**config.mk**
```make
export PLATFORM = sky130hd
export DESIGN_NAME = input_conditioner
export DESIGN_NICKNAME = d
export VERILOG_FILES = /design/src/rtl/falcon_io_pkg.sv /design/src/rtl/input_channel.sv /design/src/rtl/input_conditioner.sv
export SDC_FILE = /design/constraint.sdc
export NUM_CORES = 1
export LEC_CHECK = 0
export CELL_PAD_IN_SITES_DETAIL_PLACEMENT = 1
export CELL_PAD_IN_SITES_GLOBAL_PLACEMENT = 1
export CORE_MARGIN = 4
export CORE_UTILIZATION = 29
export CTS_BUF_LIST = sky130_fd_sc_hd__clkbuf_8
export CTS_CLUSTER_SIZE = 14
export DETAILED_ROUTE_END_ITERATION = 7
export PLACE_DENSITY = 0.63
export SYNTH_ARGS = -nofsm -noshare
export SYNTH_HDL_FRONTEND = slang
export SYNTH_SLANG_ARGS = --single-unit
export TNS_END_PERCENT = 1
```
**constraint.sdc**
```tcl
create_clock -name clock -period 3.3 [get_ports clock]
set_input_delay 0.66 -clock clock [delete_from_list [all_inputs] [get_ports clock]]
set_output_delay 0.66 -clock clock [all_outputs]
set_load 0.1 [all_outputs]
```
**src/rtl/falcon_io_pkg.sv**
```systemverilog
// Shared types and constants for the board input conditioner.
//   rpt_state_t : per-lane auto-repeat state
//   KEY/SW      : channel layout of the board's push buttons and slide switches
package falcon_io_pkg;

  typedef enum logic [1:0] {
    RPT_IDLE  = 2'd0,
    RPT_DELAY = 2'd1,
    RPT_RUN   = 2'd2
  } rpt_state_t;

  localparam int unsigned NUM_KEYS = 4;
  localparam int unsigned NUM_SW   = 10;
  localparam int unsigned KEY_BASE = 0;
  localparam int unsigned SW_BASE  = KEY_BASE + NUM_KEYS;

  function automatic int unsigned max_u(input int unsigned a, input int unsigned b);
    return (a > b) ? a : b;
  endfunction

endpackage

```
**src/rtl/input_channel.sv**
```systemverilog
// One conditioning lane: synchroniser, polarity fix, debounce, edge pulses, auto-repeat.
// Ports:
//   clock, reset_n   : clock and async active-low reset
//   raw_in           : unsynchronised pin level
//   state_out        : debounced level, 1 = active
//   press_pulse      : 1-cycle pulse on accepted 0->1
//   release_pulse    : 1-cycle pulse on accepted 1->0
//   repeat_pulse     : 1-cycle auto-repeat pulse while held (REPEAT_EN lanes only)
module input_channel
  import falcon_io_pkg::*;
#(
  parameter int unsigned SYNC_STAGES     = 2,
  parameter int unsigned DEBOUNCE_CYCLES = 500000,
  parameter int unsigned REPEAT_DELAY    = 25000000,
  parameter int unsigned REPEAT_PERIOD   = 5000000,
  parameter bit          INVERT          = 1'b0,
  parameter bit          REPEAT_EN       = 1'b0
) (
  input  logic clock,
  input  logic reset_n,
  input  logic raw_in,
  output logic state_out,
  output logic press_pulse,
  output logic release_pulse,
  output logic repeat_pulse
);

  localparam int unsigned CNT_W   = $clog2(DEBOUNCE_CYCLES + 1);
  localparam int unsigned RPT_MAX = max_u(REPEAT_DELAY, REPEAT_PERIOD);
  localparam int unsigned RCNT_W  = $clog2(RPT_MAX + 1);

  logic [SYNC_STAGES-1:0] sync_q, sync_d;
  logic [CNT_W-1:0]       cnt_q, cnt_d;
  logic [RCNT_W-1:0]      rcnt_q, rcnt_d;
  rpt_state_t             rpt_state_q, rpt_state_d;
  logic                   level_q, level_d;
  logic                   press_q, press_d;
  logic                   release_q, release_d;
  logic                   repeat_q, repeat_d;
  logic                   s;
  logic                   press_ev, release_ev;

  // Synchronised level with pin polarity removed.
  assign s = sync_q[SYNC_STAGES-1] ^ INVERT;

  // Debounce and repeat next-state; the repeat FSM reacts to the same-cycle
  // acceptance event so its delay is measured from the press pulse itself.
  always_comb begin
    sync_d      = {sync_q[SYNC_STAGES-2:0], raw_in};
    cnt_d       = cnt_q;
    level_d     = level_q;
    rcnt_d      = rcnt_q;
    rpt_state_d = rpt_state_q;
    press_ev    = 1'b0;
    release_ev  = 1'b0;
    repeat_d    = 1'b0;

    if (s == level_q) begin
      cnt_d = '0;
    end else if (cnt_q == CNT_W'(DEBOUNCE_CYCLES - 1)) begin
      level_d    = s;
      cnt_d      = '0;
      press_ev   = s;
      release_ev = ~s;
    end else begin
      cnt_d = cnt_q + CNT_W'(1);
    end

    press_d   = press_ev;
    release_d = release_ev;

    if (REPEAT_EN) begin
      case (rpt_state_q)
        RPT_IDLE: begin
          if (press_ev) begin
            rpt_state_d = RPT_DELAY;
            rcnt_d      = '0;
          end
        end
        RPT_DELAY: begin
          if (release_ev) begin
            rpt_state_d = RPT_IDLE;
            rcnt_d      = '0;
          end else if (rcnt_q == RCNT_W'(REPEAT_DELAY - 1)) begin
            repeat_d    = 1'b1;
            rcnt_d      = '0;
            rpt_state_d = RPT_RUN;
          end else begin
            rcnt_d = rcnt_q + RCNT_W'(1);
          end
        end
        RPT_RUN: begin
          if (release_ev) begin
            rpt_state_d = RPT_IDLE;
            rcnt_d      = '0;
          end else if (rcnt_q == RCNT_W'(REPEAT_PERIOD - 1)) begin
            repeat_d = 1'b1;
            rcnt_d   = '0;
          end else begin
            rcnt_d = rcnt_q + RCNT_W'(1);
          end
        end
        default: begin
          rpt_state_d = RPT_IDLE;
          rcnt_d      = '0;
        end
      endcase
    end
  end

  // Sync flops reset to the pin's inactive level so nothing fires out of reset.
  always_ff @(posedge clock or negedge reset_n) begin
    if (!reset_n) begin
      sync_q      <= {SYNC_STAGES{INVERT}};
      cnt_q       <= '0;
      rcnt_q      <= '0;
      rpt_state_q <= RPT_IDLE;
      level_q     <= 1'b0;
      press_q     <= 1'b0;
      release_q   <= 1'b0;
      repeat_q    <= 1'b0;
    end else begin
      sync_q      <= sync_d;
      cnt_q       <= cnt_d;
      rcnt_q      <= rcnt_d;
      rpt_state_q <= rpt_state_d;
      level_q     <= level_d;
      press_q     <= press_d;
      release_q   <= release_d;
      repeat_q    <= repeat_d;
    end
  end

  assign state_out     = level_q;
  assign press_pulse   = press_q;
  assign release_pulse = release_q;
  assign repeat_pulse  = repeat_q;

endmodule

```
**src/rtl/input_conditioner.sv**
```systemverilog
// N-channel conditioner for KEY/SW inputs feeding CPU memory-mapped I/O.
// Ports:
//   clock, reset_n : clock and async active-low reset
//   raw_in         : unsynchronised pin levels
//   state_out      : debounced levels, 1 = active
//   press_pulse    : accepted 0->1 pulses
//   release_pulse  : accepted 1->0 pulses
//   repeat_pulse   : auto-repeat pulses
//   changed        : sticky event bitmap
//   changed_clr    : write-1-to-clear for changed
//   irq            : registered OR of changed
module input_conditioner
  import falcon_io_pkg::*;
#(
  parameter int unsigned       NUM_CH          = SW_BASE + NUM_SW,
  parameter int unsigned       SYNC_STAGES     = 2,
  parameter int unsigned       DEBOUNCE_CYCLES = 500000,
  parameter logic [NUM_CH-1:0] INVERT_MASK     = NUM_CH'('hF),
  parameter logic [NUM_CH-1:0] REPEAT_MASK     = '0,
  parameter int unsigned       REPEAT_DELAY    = 25000000,
  parameter int unsigned       REPEAT_PERIOD   = 5000000
) (
  input  logic              clock,
  input  logic              reset_n,
  input  logic [NUM_CH-1:0] raw_in,
  output logic [NUM_CH-1:0] state_out,
  output logic [NUM_CH-1:0] press_pulse,
  output logic [NUM_CH-1:0] release_pulse,
  output logic [NUM_CH-1:0] repeat_pulse,
  output logic [NUM_CH-1:0] changed,
  input  logic [NUM_CH-1:0] changed_clr,
  output logic              irq
);

  logic [NUM_CH-1:0] pulse_any;
  logic [NUM_CH-1:0] changed_q, changed_d;
  logic              irq_q, irq_d;

  for (genvar i = 0; i < NUM_CH; i++) begin : g_lane
    input_channel #(
      .SYNC_STAGES    (SYNC_STAGES),
      .DEBOUNCE_CYCLES(DEBOUNCE_CYCLES),
      .REPEAT_DELAY   (REPEAT_DELAY),
      .REPEAT_PERIOD  (REPEAT_PERIOD),
      .INVERT         (INVERT_MASK[i]),
      .REPEAT_EN      (REPEAT_MASK[i])
    ) u_lane (
      .clock        (clock),
      .reset_n      (reset_n),
      .raw_in       (raw_in[i]),
      .state_out    (state_out[i]),
      .press_pulse  (press_pulse[i]),
      .release_pulse(release_pulse[i]),
      .repeat_pulse (repeat_pulse[i])
    );
  end

  assign pulse_any = press_pulse | release_pulse | repeat_pulse;

  // Sticky change bits: a new event beats a simultaneous clear.
  always_comb begin
    changed_d = (changed_q & ~changed_clr) | pulse_any;
    irq_d     = |changed_q;
  end

  always_ff @(posedge clock or negedge reset_n) begin
    if (!reset_n) begin
      changed_q <= '0;
      irq_q     <= 1'b0;
    end else begin
      changed_q <= changed_d;
      irq_q     <= irq_d;
    end
  end

  assign changed = changed_q;
  assign irq     = irq_q;

endmodule

```
-- Yosys cells after proc, flatten, opt, wreduce, memory -nomap -nowiden
Cells that the tools add are included.
W data, S select, Z words.
- add/sub/neg operators: 14
- bitwise logic cells: 32
- muxes and demuxes: 84
- equal/unequal tests: 28
- reduce and logical (&&, ||, !) cells: 15
- operator list (operator ; count):
    $mux W19 ; 28
    $add A19 B1 Y19 const B ; 14
    $eq A19 B19 Y1 const B ; 14
    $mux W1 ; 56
    $not A1 Y1 ; 28
    $or A14 B14 Y14 ; 2
    $reduce_and A2 Y1 ; 14
    $and A14 B14 Y14 ; 1
    $eq A1 B1 Y1 ; 14
    $not A14 Y14 ; 1
    $reduce_or A14 Y1 ; 1
- logic and storage cells: 245
- output and inout bits: 71
- input port bits: 30
- register bits after elaboration: 351

-- Longest topological paths before layout
- depth in word-level cells: 4
- gate-level depth with buffers: 7
- depth with buffers taken out: 5

-- Hierarchy
A second synthesis with hierarchy kept.
- cells, all modules: 1661
- area total of the unflattened synthesis: 16869.9 µm²
- modules (own cells, without submodules) (module ; cells an instance ; times used ; sequential area each (µm²) ; area an instance (µm²)):
    input_channel (g_lane[10].u_lane ...) ; 114 ; 10 ; 600.6 ; 1162.4
    input_channel (g_lane[0].u_lane ...) ; 116 ; 3 ; 603.1 ; 1154.9
    input_channel (g_lane[2].u_lane) ; 111 ; 1 ; 603.1 ; 1184.9
    input_conditioner ; 62 ; 1 ; 375.4 ; 596.8

-- Least setup slack after synthesis
Ideal clock, no wire load.
- path type: register to register
- from: reg g_lane[3].u_lane.cnt_q[0]
- to: reg g_lane[3].u_lane.cnt_q[10]
- required time: 3.179 ns
- period minus slack after synthesis: 1.982 ns
- setup time: 0.121 ns
- stages on the path, launching flop included: 7
- path slack: 1.318 ns
- data arrival time: 1.860 ns
- path through: dfrtp_1 > ha_1 > nand4_1 > or2_2 > o31ai_2 > buf_2 > nor2_1
- cells in the longest elaborated chain, start to end: 3
- RTL lines (item ; line ; text):
    start, declared ; input_channel.sv:33 ; logic [CNT_W-1:0] cnt_q, cnt_d;
    start signal, assigned ; input_channel.sv:124 ; cnt_q <= cnt_d;
    $add A19 B1 Y19 / $eq A19 B19 Y1 (equally long branches) ; input_channel.sv:66, input_channel.sv:60 ;
    $mux W19 (*) ; input_channel.sv:60 ; end else if (cnt_q == CNT_W'(DEBOUNCE_CYCLES - 1)) begin
    $mux W19 (*) ; input_channel.sv:58 ; if (s == level_q) begin
    net g_lane[3].u_lane.cnt_d[10] ; input_channel.sv:33 ;
Mark *: on every way through the listed nets, which the timed path passes. The rest lies on a longest branch.
A chain may end at the register's enable or synchronous reset.

-- Worst setup path in the final report
- from: reg changed_q[9], in the netlist changed[9]
- to: out changed[9]
- RTL lines (item ; line ; text):
    start, declared ; input_conditioner.sv:36 ; logic [NUM_CH-1:0] changed_q, changed_d;
    start signal, assigned ; input_conditioner.sv:71 ; changed_q <= changed_d;
    end, declared ; input_conditioner.sv:30 ; output logic [NUM_CH-1:0] changed,
No word-level cell between the ends.

==> results.rst <==
.. list-table::
   :header-rows: 1

   * - Metric
     - Value
   * - Post-route DRC
     - 0
   * - Growth of design area from synthesis to finish
     - 17.0%
   * - Tightest hold margin
     - 0.344 ns
   * - Largest net degree at the start of global routing
     - 68
   * - Initial Util
     - 29.3%
   * - Crit path buf inv count
     - 1
   * - Post-cts repair resize count
     - 0
   * - Number of global-route vias before repair
     - 13100
   * - Type of origin of the critical path
     - register
   * - CTS Root Cell
     - sky130_fd_sc_hd__clkbuf_8
   * - Met3 layer usage reported by global route
     - 3.24%
   * - GR Util met2
     - 20.6%
   * - Power per standard cell area
     - 475 nW/um2
   * - Gate family responsible for the most delay along the worst path
     - flip-flops
   * - Number of antenna violations at the first check in global routing
     - 0
   * - Port-buffer cells
     - 86
   * - Max Transition Viols Final
     - 0
   * - Synthesis-stage register bit count
     - 351
   * - Global-route usage over all layers
     - 12.6%
   * - Post-synthesis cell count
     - 1638
   * - Number of filler instances in the final layout
     - 6397
   * - Routed length per placed instance
     - 14.8 um
   * - Horiz. Die Dim
     - 247 um
   * - Sum of overflow across all layers after global routing
     - 0
   * - Top_reg_cell synth
     - sky130_fd_sc_hd__dfrtp_1
   * - Final antenna-violating net count
     - 0
   * - Setup violations, final
     - 0
   * - Core Rows
     - 87
   * - Number of warnings reported in the yosys synthesis log
     - 0
   * - Utilization after layout
     - 34.3%
   * - Final worst path period share
     - 67.1%
   * - Top post-synthesis cells by count
     - 343 x sky130_fd_sc_hd__dfrtp_1, 237 x sky130_fd_sc_hd__nor2_1, 147 x sky130_fd_sc_hd__xnor2_1
   * - Worst Setup Slack post-DPL
     - 1.08 ns
   * - Worst-margin pin slew
     - 0.750 ns
   * - Part of the Yosys area used for sequential elements
     - 53.1%
   * - Boundary Pins
     - 101
   * - Final weighted congestion in routability-driven placement
     - 0.784
   * - Number of buffers added for setup after CTS
     - 0
   * - Synth async-reset ratio
     - 100%
   * - Post-Synthesis Mean Instance Area
     - 10.1 um2
   * - Maximum level of the CTS H-tree
     - 3
   * - Crit path cell chain
     - buf_4
   * - Number of buffers on the longest clock path
     - 3
   * - Category of the most critical setup path
     - register to output port
   * - Clock tree from TritonCTS
     - done
   * - Share of layout cells above drive strength 1
     - 13.1%
   * - Kind of capture point of the worst setup path
     - output port
   * - First-pass GRT wire length
     - 64900 um
   * - Post-DP HPWL
     - 25900 um
   * - Setup tns final
     - 0 ns
   * - Cell types with the largest area share after synthesis
     - sky130_fd_sc_hd__dfrtp_1 52%, sky130_fd_sc_hd__xnor2_1 7.8%, sky130_fd_sc_hd__nor2_1 5.4%, sky130_fd_sc_hd__nand3_1 2.9%, sky130_fd_sc_hd__nand4_1 2.7%
   * - Critical path data required time
     - 2.64 ns
   * - Type of the most critical hold path
     - register to register
   * - Max stage delay cell, worst path
     - sky130_fd_sc_hd__dfrtp_1
   * - Max capacitance violation total
     - 0
   * - Starting DRT DRC Count
     - 490
   * - Worst-Skew Late Latency
     - 0.64 ns
   * - Netlist area before placement
     - 16600 um2
   * - Library cell with the largest summed area after synthesis
     - sky130_fd_sc_hd__dfrtp_1
   * - Slew headroom
     - 49.5%
   * - Final worst-path setup slack
     - 1.09 ns
   * - Cell with the most instances after synthesis
     - sky130_fd_sc_hd__dfrtp_1
   * - Grt met1 use
     - 16.3%
   * - Achievable frequency
     - 0.452 GHz
   * - Total Wirelength
     - 37800 um
   * - Number of enable-type register cells in the synthesized netlist
     - 0
   * - Outcome
     - completed
   * - Via count
     - 12300
   * - First drt pass iteration count
     - 4
   * - Post-route minimum period
     - 2.21 ns
   * - Setup clock skew after layout
     - 0.0408 ns
   * - Largest fanout on the critical path
     - 3
   * - Number of nets in the layout
     - 1787
   * - Count of distinct cell types in the synthesized netlist
     - 43
   * - Max stage delay on crit path
     - 0.56 ns
   * - Clock-pin slew reported for the worst setup and hold paths after clock tree synthesis
     - 0.05 ns
   * - Core outline area
     - 56500 um2
   * - Unrepaired setup endpoints after global routing
     - false
   * - Top-area cell type share of the netlist area
     - 51.8%
   * - Clock buffer count from CTS
     - 68
   * - Worst ir drop on vdd
     - 0.287 mV
   * - Vertical die dimension
     - 247 um
   * - Leak pwr
     - 7.77 nW
   * - Hold Fails Final Rpt
     - 0
   * - Number of clock sinks
     - 351
   * - Via density per instance
     - 4.84
   * - Post-CTS Hold Fix Bufs
     - 1
   * - Data arrival time of the critical path
     - 1.55 ns
   * - Area of the die
     - 61000 um2
   * - # diodes
     - 0
   * - Busiest metal layer after global routing
     - met2
[final cells by class]
type                       instances  area (um2)  area share (%)
sequential                       351        8790            45.4
clock buffer                      88        1210            6.25
tap                              756         946            4.88
multi-input combinational       1160        7080            36.5
inverter                          52         195            1.01
timing repair buffer             110         968            5.00
clock inverter                    32         190           0.981
[worst reg2reg max path, stage by stage, from the launching register on]
cell	delay [ns]
sky130_fd_sc_hd__dfrtp_1	0.39
sky130_fd_sc_hd__ha_1	0.22
sky130_fd_sc_hd__nand4_1	0.30
sky130_fd_sc_hd__or2_2	0.40
sky130_fd_sc_hd__o31ai_2	0.42
sky130_fd_sc_hd__buf_4	0.29
sky130_fd_sc_hd__nor2_1	0.08
[power breakdown]
group | internal [mW] | total (mW) | switching (mW)
Combinational | 0.107 | 0.361 | 0.254
Sequential | 4.37 | 4.43 | 0.0620
Clock | 2.48 | 4.41 | 1.93
Total | 6.96 | 9.20 | 2.25
[flip-flops by register name (all words and copies together) (netlist names)]
signal	flops
g_lane.u_lane.cnt_q	266
irq	1
g_lane.u_lane.state_out	14
changed	14
g_lane.u_lane.press_pulse	14
g_lane.u_lane.release_pulse	14
g_lane.u_lane.sync_q	28
[per-layer routing]
metal,share of wire [%],up-vias
met3,4.2,85
met4,2.6,0
li1,-,5912
met5,0,-
met1,47,6187
met2,47,161
[layout by cell type, fill, tap and decap left out, drive strengths merged, types with 2 or more instances in the layout]
cell type	instances
and3	25
o41ai	2
nand3b	11
or3	35
xor2	51
conb	14
nor2	237
nand2	79
ha	14
o31ai	36
clkbuf	88
clkdlybuf4s50	28
nor4bb	2
buf	81
nand3	99
a31o	2
and4	10
nor3b	25
or4	43
nor4b	10
nor3	41
dfstp	8
nand4	75
xnor2	147
nor4	57
mux2	10
mux2i	2
clkinv	5
and2	15
dfrtp	343
o21ai	45
inv	77
or2	16
a21oi	54
[cell families (layout without fill, tap and decap cells)]
group | count (synthesis) | in the layout | share of synthesized area (%)
AO/OA/AOI/OAI | 139 | 139 | 5.14
adder cells (fa/ha/maj) | 14 | 14 | 1.06
XOR/XNOR | 198 | 198 | 10.5
multiplexers | 12 | 12 | 0.801
flip-flops | 351 | 351 | 53.1
other | 1 | 14 | 0.0226
buffers and inverters | 140 | 282 | 4.47
AND/OR/NAND/NOR | 783 | 783 | 24.9
[worst paths after layout]
kind                                                  start                           to  slack, ns  cells past startpoint
worst max-delay path                             changed[9]                   changed[9]       1.09                      1
worst min-delay path            g_lane[11].u_lane.sync_q[0]  g_lane[11].u_lane.sync_q[1]       0.34                      0
worst max register to register    g_lane[3].u_lane.cnt_q[0]    g_lane[3].u_lane.cnt_q[5]       1.10                      6
worst min register to register  g_lane[11].u_lane.sync_q[0]  g_lane[11].u_lane.sync_q[1]       0.34                      0
max in group asynchronous                           reset_n  g_lane[10].u_lane.cnt_q[15]       1.98                      3
min in group asynchronous                           reset_n   g_lane[7].u_lane.cnt_q[16]       0.53                      2
[through the flow]
step	instances	area [um2]	total power [mW]
floorplan	1651	16600	4.69
global placement	2428	18000	4.87
detailed placement	2428	18000	4.88
CTS	2549	19400	9.47
global route	2549	19400	9.71
finish	2549	19400	9.20
(Power assumes the default switching activity.)
